## src/rtl/irq_ctrl.sv

```systemverilog
// irq_ctrl: edge-triggered interrupt controller with pending bits, lost-edge counter and claim/complete FSM (round-robin when IRQ_CTRL_RR_EN is defined)
module irq_ctrl #(
  parameter int N_SRC = 4,
  parameter int ID_W  = $clog2(N_SRC)
) (
  input  logic             clk,
  input  logic             rstn,
  input  logic [N_SRC-1:0] src_irq,
  input  logic [N_SRC-1:0] irq_en,
  input  logic             irq_ack,
  input  logic             irq_done,
  output logic             interrupt,
  output logic [ID_W-1:0]  irq_id,
  output logic [N_SRC-1:0] pending,
  output logic [7:0]       lost_cnt
);
  typedef enum logic [1:0] {IDLE, ASSERT, SERVICE} state_t;
  state_t state_q, state_d;
  logic [N_SRC-1:0] src_q, pend_q, pend_d, rise, req, clr;
  logic [ID_W-1:0] id_q, id_d, sel;
  logic [7:0] lost_q, lost_d;
  logic int_q, claim, lost;
  assign rise   = src_irq & ~src_q;
  assign req    = pend_q & irq_en;
  assign claim  = (state_q == ASSERT) && irq_ack;
  assign clr    = claim ? ({{(N_SRC-1){1'b0}}, 1'b1} << id_q) : '0;
  assign pend_d = (pend_q & ~clr) | rise;
  assign lost   = |(rise & pend_q & ~clr);
  assign lost_d = (lost && lost_q != 8'hFF) ? lost_q + 8'd1 : lost_q;
`ifdef IRQ_CTRL_RR_EN
  logic [ID_W-1:0] rr_q, rr_d, idx;
  assign rr_d = claim ? ID_W'((int'(id_q) + 1) % N_SRC) : rr_q;
  // round-robin pick: scan backwards so the first set index at or after rr_q wins
  always_comb begin
    sel = '0;
    idx = '0;
    for (int k = N_SRC - 1; k >= 0; k--) begin
      idx = ID_W'((int'(rr_q) + k) % N_SRC);
      if (req[idx]) sel = idx;
    end
  end
  // rotation pointer advances past each claimed source
  always_ff @(posedge clk or negedge rstn) begin
    if (!rstn) rr_q <= '0;
    else rr_q <= rr_d;
  end
`else
  // fixed priority pick: lowest set index wins
  always_comb begin
    sel = '0;
    for (int k = N_SRC - 1; k >= 0; k--)
      if (req[k]) sel = ID_W'(k);
  end
`endif
  // claim/complete FSM next state; index latched only when leaving IDLE
  always_comb begin
    state_d = state_q;
    id_d    = id_q;
    case (state_q)
      IDLE:    if (|req) begin
                 state_d = ASSERT;
                 id_d    = sel;
               end
      ASSERT:  if (irq_ack) state_d = SERVICE;
      SERVICE: if (irq_done) state_d = IDLE;
      default: state_d = IDLE;
    endcase
  end
  // state, edge detector, pending bits, counter and registered request
  always_ff @(posedge clk or negedge rstn) begin
    if (!rstn) begin
      state_q <= IDLE;
      src_q   <= '0;
      pend_q  <= '0;
      id_q    <= '0;
      lost_q  <= '0;
      int_q   <= 1'b0;
    end else begin
      state_q <= state_d;
      src_q   <= src_irq;
      pend_q  <= pend_d;
      id_q    <= id_d;
      lost_q  <= lost_d;
      int_q   <= (state_d == ASSERT);
    end
  end
  assign interrupt = int_q;
  assign irq_id    = id_q;
  assign pending   = pend_q;
  assign lost_cnt  = lost_q;
endmodule

```

## config.mk

```make
export PLATFORM = sky130hd
export DESIGN_NAME = irq_ctrl
export DESIGN_NICKNAME = d
export VERILOG_FILES = /design/src/rtl/irq_ctrl.sv
export SDC_FILE = /design/constraint.sdc
export NUM_CORES = 1
export LEC_CHECK = 0
export BUFFER_PORTS_ARGS = -buffer_cell sky130_fd_sc_hd__buf_2
export CAP_MARGIN = 20
export CORE_UTILIZATION = 45
export DETAILED_ROUTE_END_ITERATION = 7
export GPL_TIMING_DRIVEN = 0
export PLACE_DENSITY = 0.81
export SLEW_MARGIN = 10
export SYNTH_ARGS = -nofsm -noshare
export SYNTH_HDL_FRONTEND = slang
export SYNTH_SLANG_ARGS = --single-unit
```

## constraint.sdc

```tcl
create_clock -name clk -period 1.6 [get_ports clk]
set_input_delay 0.24 -clock clk [delete_from_list [all_inputs] [get_ports clk]]
set_output_delay 0.24 -clock clk [all_outputs]
set_load 0.01 [all_outputs]
```

==> results by group, run 1 <==
Outcome
  – Status: finished with violations
  – Violated checks: setup timing

Route
  – Iter 0 DRT Violations: 9
  – Residual DRC: 0
  – Via count: 830
  – Wirelength, routed: around 2200 microns
  – DRT Pass-1 Iters: 4
  – DR WL/cell: 14.1 microns
  – Via density: around 5.4
  – Antenna viol nets, final: 0

Timing
  – Final period util: 113%
  – Clk_skew: slightly below 0.009 ns
  – Total Neg Setup Slack: -1.19 ns
  – Final Max Slew Viols: 0
  – Headroom to the max-slew limit: a little over two thirds
  – Final WS setup: -0.204 ns
  – F_max: roughly 0.55 GHz
  – Hold Violations, Final: 0
  – Tightest Pin Transition: approximately 0.46 ns
  – RSZ-0062 raised after global routing: true
  – Post-layout min period: 1.80 ns
  – Setup-failing EPs final: 9

GRT
  – Global route total overflow: 0
  – Largest net degree at the start of global routing: 22
  – Total track usage: between 20% and 30%
  – Met3 Track Usage GR: around 4.4%
  – Vias in the first global route: a little over 700
  – Gr busiest metal: met2
  – First-pass GRT wire length: between 3000 and 4000 microns
  – Met1 Use GR: 20.5%
  – Initial antenna violation count: 0
  – M2 GR Usage: between 30% and 40%

Die
  – Starting Density: 48.6%
  – Die span in x: between 40 and 50 microns
  – Core box area: slightly below 2000 sq um
  – Die area: ~2300 sq um
  – DIE HEIGHT: between 40 and 50 microns
  – Rows: 16
  – I/O pins: 27

Yosys
  – Cell taking the most area after synthesis: dfrtp_1
  – Syn Nets: 96
  – Post-Syn Area per Cell: ~12 sq um
  – FFs w/ async S/R, synth: between 90% and 100%
  – Post-synth top cells: dfrtp_1 (21), nand2_1 (14), a21oi_1 (4), nand2b_1 (4)
  – Area share of the largest cell type after synthesis: approximately 55%
  – Dominant cells by area after synthesis: dfrtp_1 (55%), nand2_1 (5.5%), o41ai_2 (3.4%), mux2_4 (3.1%), o221ai_4 (2.7%)
  – Post-Synth XOR/XNOR Area: under 10%
  – Unique masters post-synth: 31
  – Fraction of the mapped netlist area in compound gates: a little under a fifth
  – FF+latch count, synth: 21
  – Synthesis Warnings: 0
  – Register area share after synthesis: ~55%
  – Fraction of synthesized area in multiplexers: 5.45%
  – Synthesized area: 963 sq um
  – Mapped Cells: slightly above 80
  – Combinational family with the most area after synthesis: compound AO/OA/AOI/OAI gates
  – Number of synthesized flops with an enable pin: 0
  – Synth Area in Adders: 1.30%
  – Count leader, synth: dfrtp_1
  – Post-Synth Simple-Gate Area: 17.9%
  – Ys flop type: dfrtp_1

Worst setup path
  – Startpoint types: flop
  – WP data arrival: 2.01 ns
  – WS Path Type: reg2reg
  – Crit-path max FO: 5
  – WP data required: 1.81 ns
  – CP endpoint kind: flop

Worst hold path
  – Hold Crit Class: in2reg

Power
  – Pleak: between 0.6 and 0.7 nW
  – Power per cell area: around 1900 nW/um^2
  – Peak supply drop: between 0.9 and 1 mV

Layout
  – Non-filler cells, final: roughly 150
  – Final Util: 67.5%
  – Final #Nets: 140
  – Layout fillers: ~140
  – Area grow syn2layout: 38.8%
  – Ratio of cells with drive above 1 in the final layout: about half
  – Antenna cell count: 0

Clock tree
  – CTS Root Cell: clkbuf_4
  – CTS tree: done
  – Max Root-Sink Buffers: 2
  – Clock Latency Late Sink: between 0.3 and 0.4 ns
  – H-tree depth: 1
  – Reg clk slew, reported paths: 0.12 ns
  – CTS sink count: 21
  – CTS Buf Count: 3

Placed design
  – Worst slack, placed: -0.242 ns
  – Gpl congestion: 0.810
  – DP Cell Count: 136
  – Port Buffers: 26
  – Post-DP HPWL: 1330 microns

Flow run
  – Max cap viols: 0
-- flip-flops by register name (all words and copies together), names as in the netlist --
signal     flops
lost_cnt       8
interrupt      1
pending        4
src_q          4
state_q        2
irq_id         2
-- cell type report --
cell class | count | area, sq um | share of cell area [%]
clock buffers | 4 | 26.3 | 1.96
inverters | 2 | 7.51 | 0.561
multi-input cells | 60 | 503 | 37.6
flip-flops and latches | 21 | 529 | 39.6
well taps | 27 | 33.8 | 2.53
repair buffers | 39 | 238 | 17.8
-- power breakdown --
group          internal [mW]  leakage [nW]  switching (mW)
sequential             0.735         0.240           0.262
clock                 0.0973        0.0150           0.158
combinational          0.673         0.365           0.572
total                   1.51         0.620           0.992
-- cells in the final DEF, fill, tap and decap left out, drive strengths merged --
cell	Yosys	final
nor3	2	2
nand4	1	1
clkbuf	0	4
o21ai	3	3
a21oi	4	4
nand4b	1	1
buf	0	38
ha	1	1
nor3b	1	1
a31oi	2	2
a311oi	1	1
nand3	3	3
a32oi	1	1
o41ai	2	2
o22a	1	1
xor2	1	1
a21o	2	2
nor2b	2	2
and2b	1	1
nand2	14	14
a22oi	1	1
nor2	3	3
dlygate4sd3	0	1
xnor2	1	1
o221ai	1	1
a41oi	1	1
o32a	1	1
dfrtp	21	21
mux2	4	4
nand2b	4	4
inv	2	2
and2	1	1
-- path summary, 6_finish.rpt --
kind / startpoint / endpoint / slack, ns / cells after the start
worst max-delay path: state_q[1] / lost_cnt[1] / -0.20 / 6
worst min-delay path: src_irq[3] / src_q[3] / 0.05 / 1
worst max register to register: state_q[1] / lost_cnt[1] / -0.20 / 6
worst min register to register: src_q[0] / pending[0] / 0.52 / 2
max in group asynchronous: rstn / irq_id[0] / 0.86 / 2
min in group asynchronous: rstn / state_q[0] / 0.39 / 2
-- kinds of logic after synthesis --
family	Yosys count
AOI/OAI and AO/OA	20
xor gates and xnor gates	2
adders and majority gates	1
buffers and inverters	2
DFF	21
muxes	4
and+or+nand+nor	33
-- timing repair --
| item | 4_1_cts | 5_1_grt |
|---|---|---|
| hold endpoints to repair | 21 | 0 |
| gates resized for setup | 9 | 7 |
| hold buffers | 1 | 0 |
| buffers inserted | 10 | 3 |
| endpoints found under the setup margin | 7 | 9 |
| pin swaps | 5 | 4 |
-- critical path, stage by stage (launching register included) --
cell	delay, ns
dfrtp_2	0.47
nand4b_1	0.27
o21ai_2	0.19
o22a_2	0.18
o221ai_4	0.12
and2_4	0.20
mux2_4	0.29
-- metal layers --
metal	part of all wire [%]	vias up	wire length, microns
met5	0	-	0
met3	3.3	9	71
met4	4.5	0	97
li1	-	389	-
met2	51	30	1110
met1	41	402	880
-- metrics by stage --
stage	area (sq um)	total power [mW]	hold slack [ns]
finish	1340	2.50	0.0517
global route	1340	2.66	0.0414
CTS	1290	2.39	0.0461
detailed placement	1140	1.90	0.218
global placement	1140	1.86	0.211
floorplan	976	1.59	-0.0556
Note: power is estimated with default switching activity, not from simulation.
==> run 2, diff against run 1 <==
--- a/config.mk
+++ b/config.mk
@@ -7,10 +7,12 @@
 export LEC_CHECK = 0
 export BUFFER_PORTS_ARGS = -buffer_cell sky130_fd_sc_hd__buf_2
 export CAP_MARGIN = 20
-export CORE_UTILIZATION = 45
+export CORE_UTILIZATION = 47
+export CTS_BUF_LIST = sky130_fd_sc_hd__clkbuf_2 sky130_fd_sc_hd__clkbuf_4 sky130_fd_sc_hd__clkbuf_8
 export DETAILED_ROUTE_END_ITERATION = 7
+export GPL_ROUTABILITY_DRIVEN = 0
 export GPL_TIMING_DRIVEN = 0
-export PLACE_DENSITY = 0.81
+export PLACE_DENSITY = 0.84
 export SLEW_MARGIN = 10
 export SYNTH_ARGS = -nofsm -noshare
 export SYNTH_HDL_FRONTEND = slang
==> results by group, run 2 (same netlist as run 1, synthesis figures left out) <==
Outcome
  – Status: finished with violations (unchanged)
  – Violated checks: setup timing (unchanged)

Route
  – DR WL/cell: 12.9 microns (was 14.1 microns)
  – Via density: 5.14 (was 5.42)
  – Iter 0 DRT Violations: 13 (was 9)
  – Wirelength, routed: 1890 microns (was 2160 microns)
  – Via count: 750 (was 830)
  – Antenna viol nets, final: 0 (unchanged)
  – Residual DRC: 0 (unchanged)
  – DRT Pass-1 Iters: 4 (unchanged)

Worst setup path
  – Crit-path max FO: 5 (unchanged)
  – CP endpoint kind: flop (unchanged)
  – Crit path to: lost_cnt[1] (unchanged)
  – R2r worst-path depth: 6 (unchanged)
  – Worst R2R Setup Slack: -0.17 ns (was -0.20 ns)
  – Slowest cell on crit path: dfrtp_2 (unchanged)
  – Startpoint types: flop (unchanged)
  – WP data arrival: 1.97 ns (was 2.01 ns)
  – WP data required: 1.80 ns (was 1.81 ns)
  – CP Cell Sequence: nand4b_1, o21ai_2, o22a_2, o221ai_4, and2_4, mux2_4 (unchanged)
  – RR Startpoint: state_q[1] (unchanged)
  – Largest stage delay on the critical path: 0.47 ns (about the same)
  – Worst Setup SP: state_q[1] (unchanged)
  – WS Path Type: reg2reg (unchanged)
  – FF-to-FF End: lost_cnt[1] (unchanged)

Timing
  – Clk_skew: 0.00377 ns (was 0.00868 ns)
  – Hold_ws: 0.0545 ns (was 0.0517 ns)
  – Tightest Pin Transition: 0.458 ns (about the same)
  – Headroom to the max-slew limit: 69.5% (about the same)
  – Final Max Slew Viols: 0 (unchanged)
  – Total Neg Setup Slack: -0.699 ns (was -1.19 ns)
  – Final period util: 111% (was 113%)
  – Final WS setup: -0.172 ns (was -0.204 ns)
  – Post-layout min period: 1.77 ns (was 1.80 ns)
  – F_max: 0.564 GHz (was 0.554 GHz)
  – Setup-failing EPs final: 7 (was 9)
  – RSZ-0062 raised after global routing: true (unchanged)
  – Hold Violations, Final: 0 (unchanged)

Power
  – Power per cell area: 1850 nW/um^2 (was 1870 nW/um^2)
  – Peak supply drop: 1.05 mV (was 0.932 mV)
  – Pleak: 0.581 nW (was 0.620 nW)
  – Final Power: 2.30 mW (was 2.50 mW)

Placed design
  – Post-DP HPWL: 1290 microns (was 1330 microns)
  – Worst slack, placed: -0.257 ns (was -0.242 ns)
  – Port Buffers: 26 (unchanged)
  – DP Cell Count: 136 (unchanged)

Die
  – Starting Density: 49.6% (was 48.6%)
  – Rows: 16 (unchanged)
  – I/O pins: 27 (unchanged)
  – DIE HEIGHT: 47.3 microns (was 48.3 microns)
  – Core box area: 1940 sq um (was 1980 sq um)
  – Die span in x: 47.3 microns (was 48.3 microns)
  – Die area: 2230 sq um (was 2330 sq um)

Worst hold path
  – WHS Path Cells: 1 (unchanged)
  – Hold Crit Start: src_irq[2] (was src_irq[3])
  – Hold Crit Class: in2reg (unchanged)

Layout
  – Final #Nets: 133 (was 140)
  – Ratio of cells with drive above 1 in the final layout: 42.0% (was 48.4%)
  – Antenna cell count: 0 (unchanged)
  – Max FFs per register: 8 (unchanged)
  – Commonest non-fill, non-tap cell in the layout: buf_2 (unchanged)
  – Non-filler cells, final: 146 (was 153)
  – Most frequent cells in the layout: buf_2 (26), dfrtp_1 (19), nand2_1 (13), buf_4 (5) (was buf_2 (26), dfrtp_1 (18), nand2_1 (13), buf_4 (10), nand2b_1 (4))
  – Area grow syn2layout: 29.1% (was 38.8%)

Clock tree
  – CTS tree: done (unchanged)
  – Reg clk slew, reported paths: 0.12 ns (about the same)
  – Max Root-Sink Buffers: 2 (unchanged)
  – CTS Buf Count: 3 (unchanged)
  – Clock Latency Late Sink: 0.30 ns (was 0.31 ns)
  – H-tree depth: 1 (unchanged)
  – CTS sink count: 21 (unchanged)
  – CTS Root Cell: clkbuf_4 (unchanged)

GRT
  – Largest net degree at the start of global routing: 22 (unchanged)
  – Vias in the first global route: 662 (was 725)
  – Global route total overflow: 0 (unchanged)
  – First-pass GRT wire length: 2840 microns (was 3000 microns)
  – Total track usage: 19.0% (was 20.2%)
  – Initial antenna violation count: 0 (unchanged)

Flow run
  – Max cap viols: 0 (unchanged)
run 2: final cells by class:
type	count	area, sq um
clock inverter	1	5.00
inverter	2	7.51
multi-input combinational	60	469
sequential	21	528
clock buffer	3	22.5
fill	153	698
tap	27	33.8
timing repair buffer	32	178
run 2: routing by layer:
| layer | track usage [%] | vias to the layer above | routed length, microns | share of wire, % |
|---|---|---|---|---|
| met1 | 23.7 | 362 | 853 | 45 |
| met2 | 29.6 | 10 | 965 | 51 |
| li1 | - | 376 | - | - |
| met3 | 3.85 | 2 | 34 | 1.8 |
| met5 | 0 | - | 0 | 0 |
| met4 | 12.6 | 0 | 34 | 1.8 |
run 2: what timing repair did:
item,CTS,global route
hold buffers,1,0
setup endpoints to repair,7,9
gates resized for setup,3,3
setup buffers,5,0
pin swaps,1,0
hold endpoints to repair,21,0
cloned,0,0
run 2: how the worst min path moves through the flow:
stage / end / slack [ns]
final: src_q[2] / 0.05
after global routing: src_q[3] / 0.03
after CTS: src_q[0] / 0.04
after detailed placement: irq_id[1] / 0.22
after global placement: irq_id[1] / 0.22
after floorplan: interrupt / -0.06
run 2: through the flow:
stage	area [sq um]	utilization (%)
final	1240	64.0
after global routing	1240	64.0
after CTS	1230	63.4
after detailed placement	1140	58.7
after global placement	1140	58.7
after floorplan	976	-
run 2: worst max-delay path, delay by kind of cell (launching register included):
family / cells / cell delay [ns]
flops: 1 / 0.47
simple gates: 2 / 0.44
mux: 1 / 0.29
compound gates: 3 / 0.48
run 2: report_power, final:
part | internal (mW) | switching [mW]
Sequential | 0.732 | 0.269
Combinational | 0.555 | 0.491
Clock | 0.0930 | 0.156
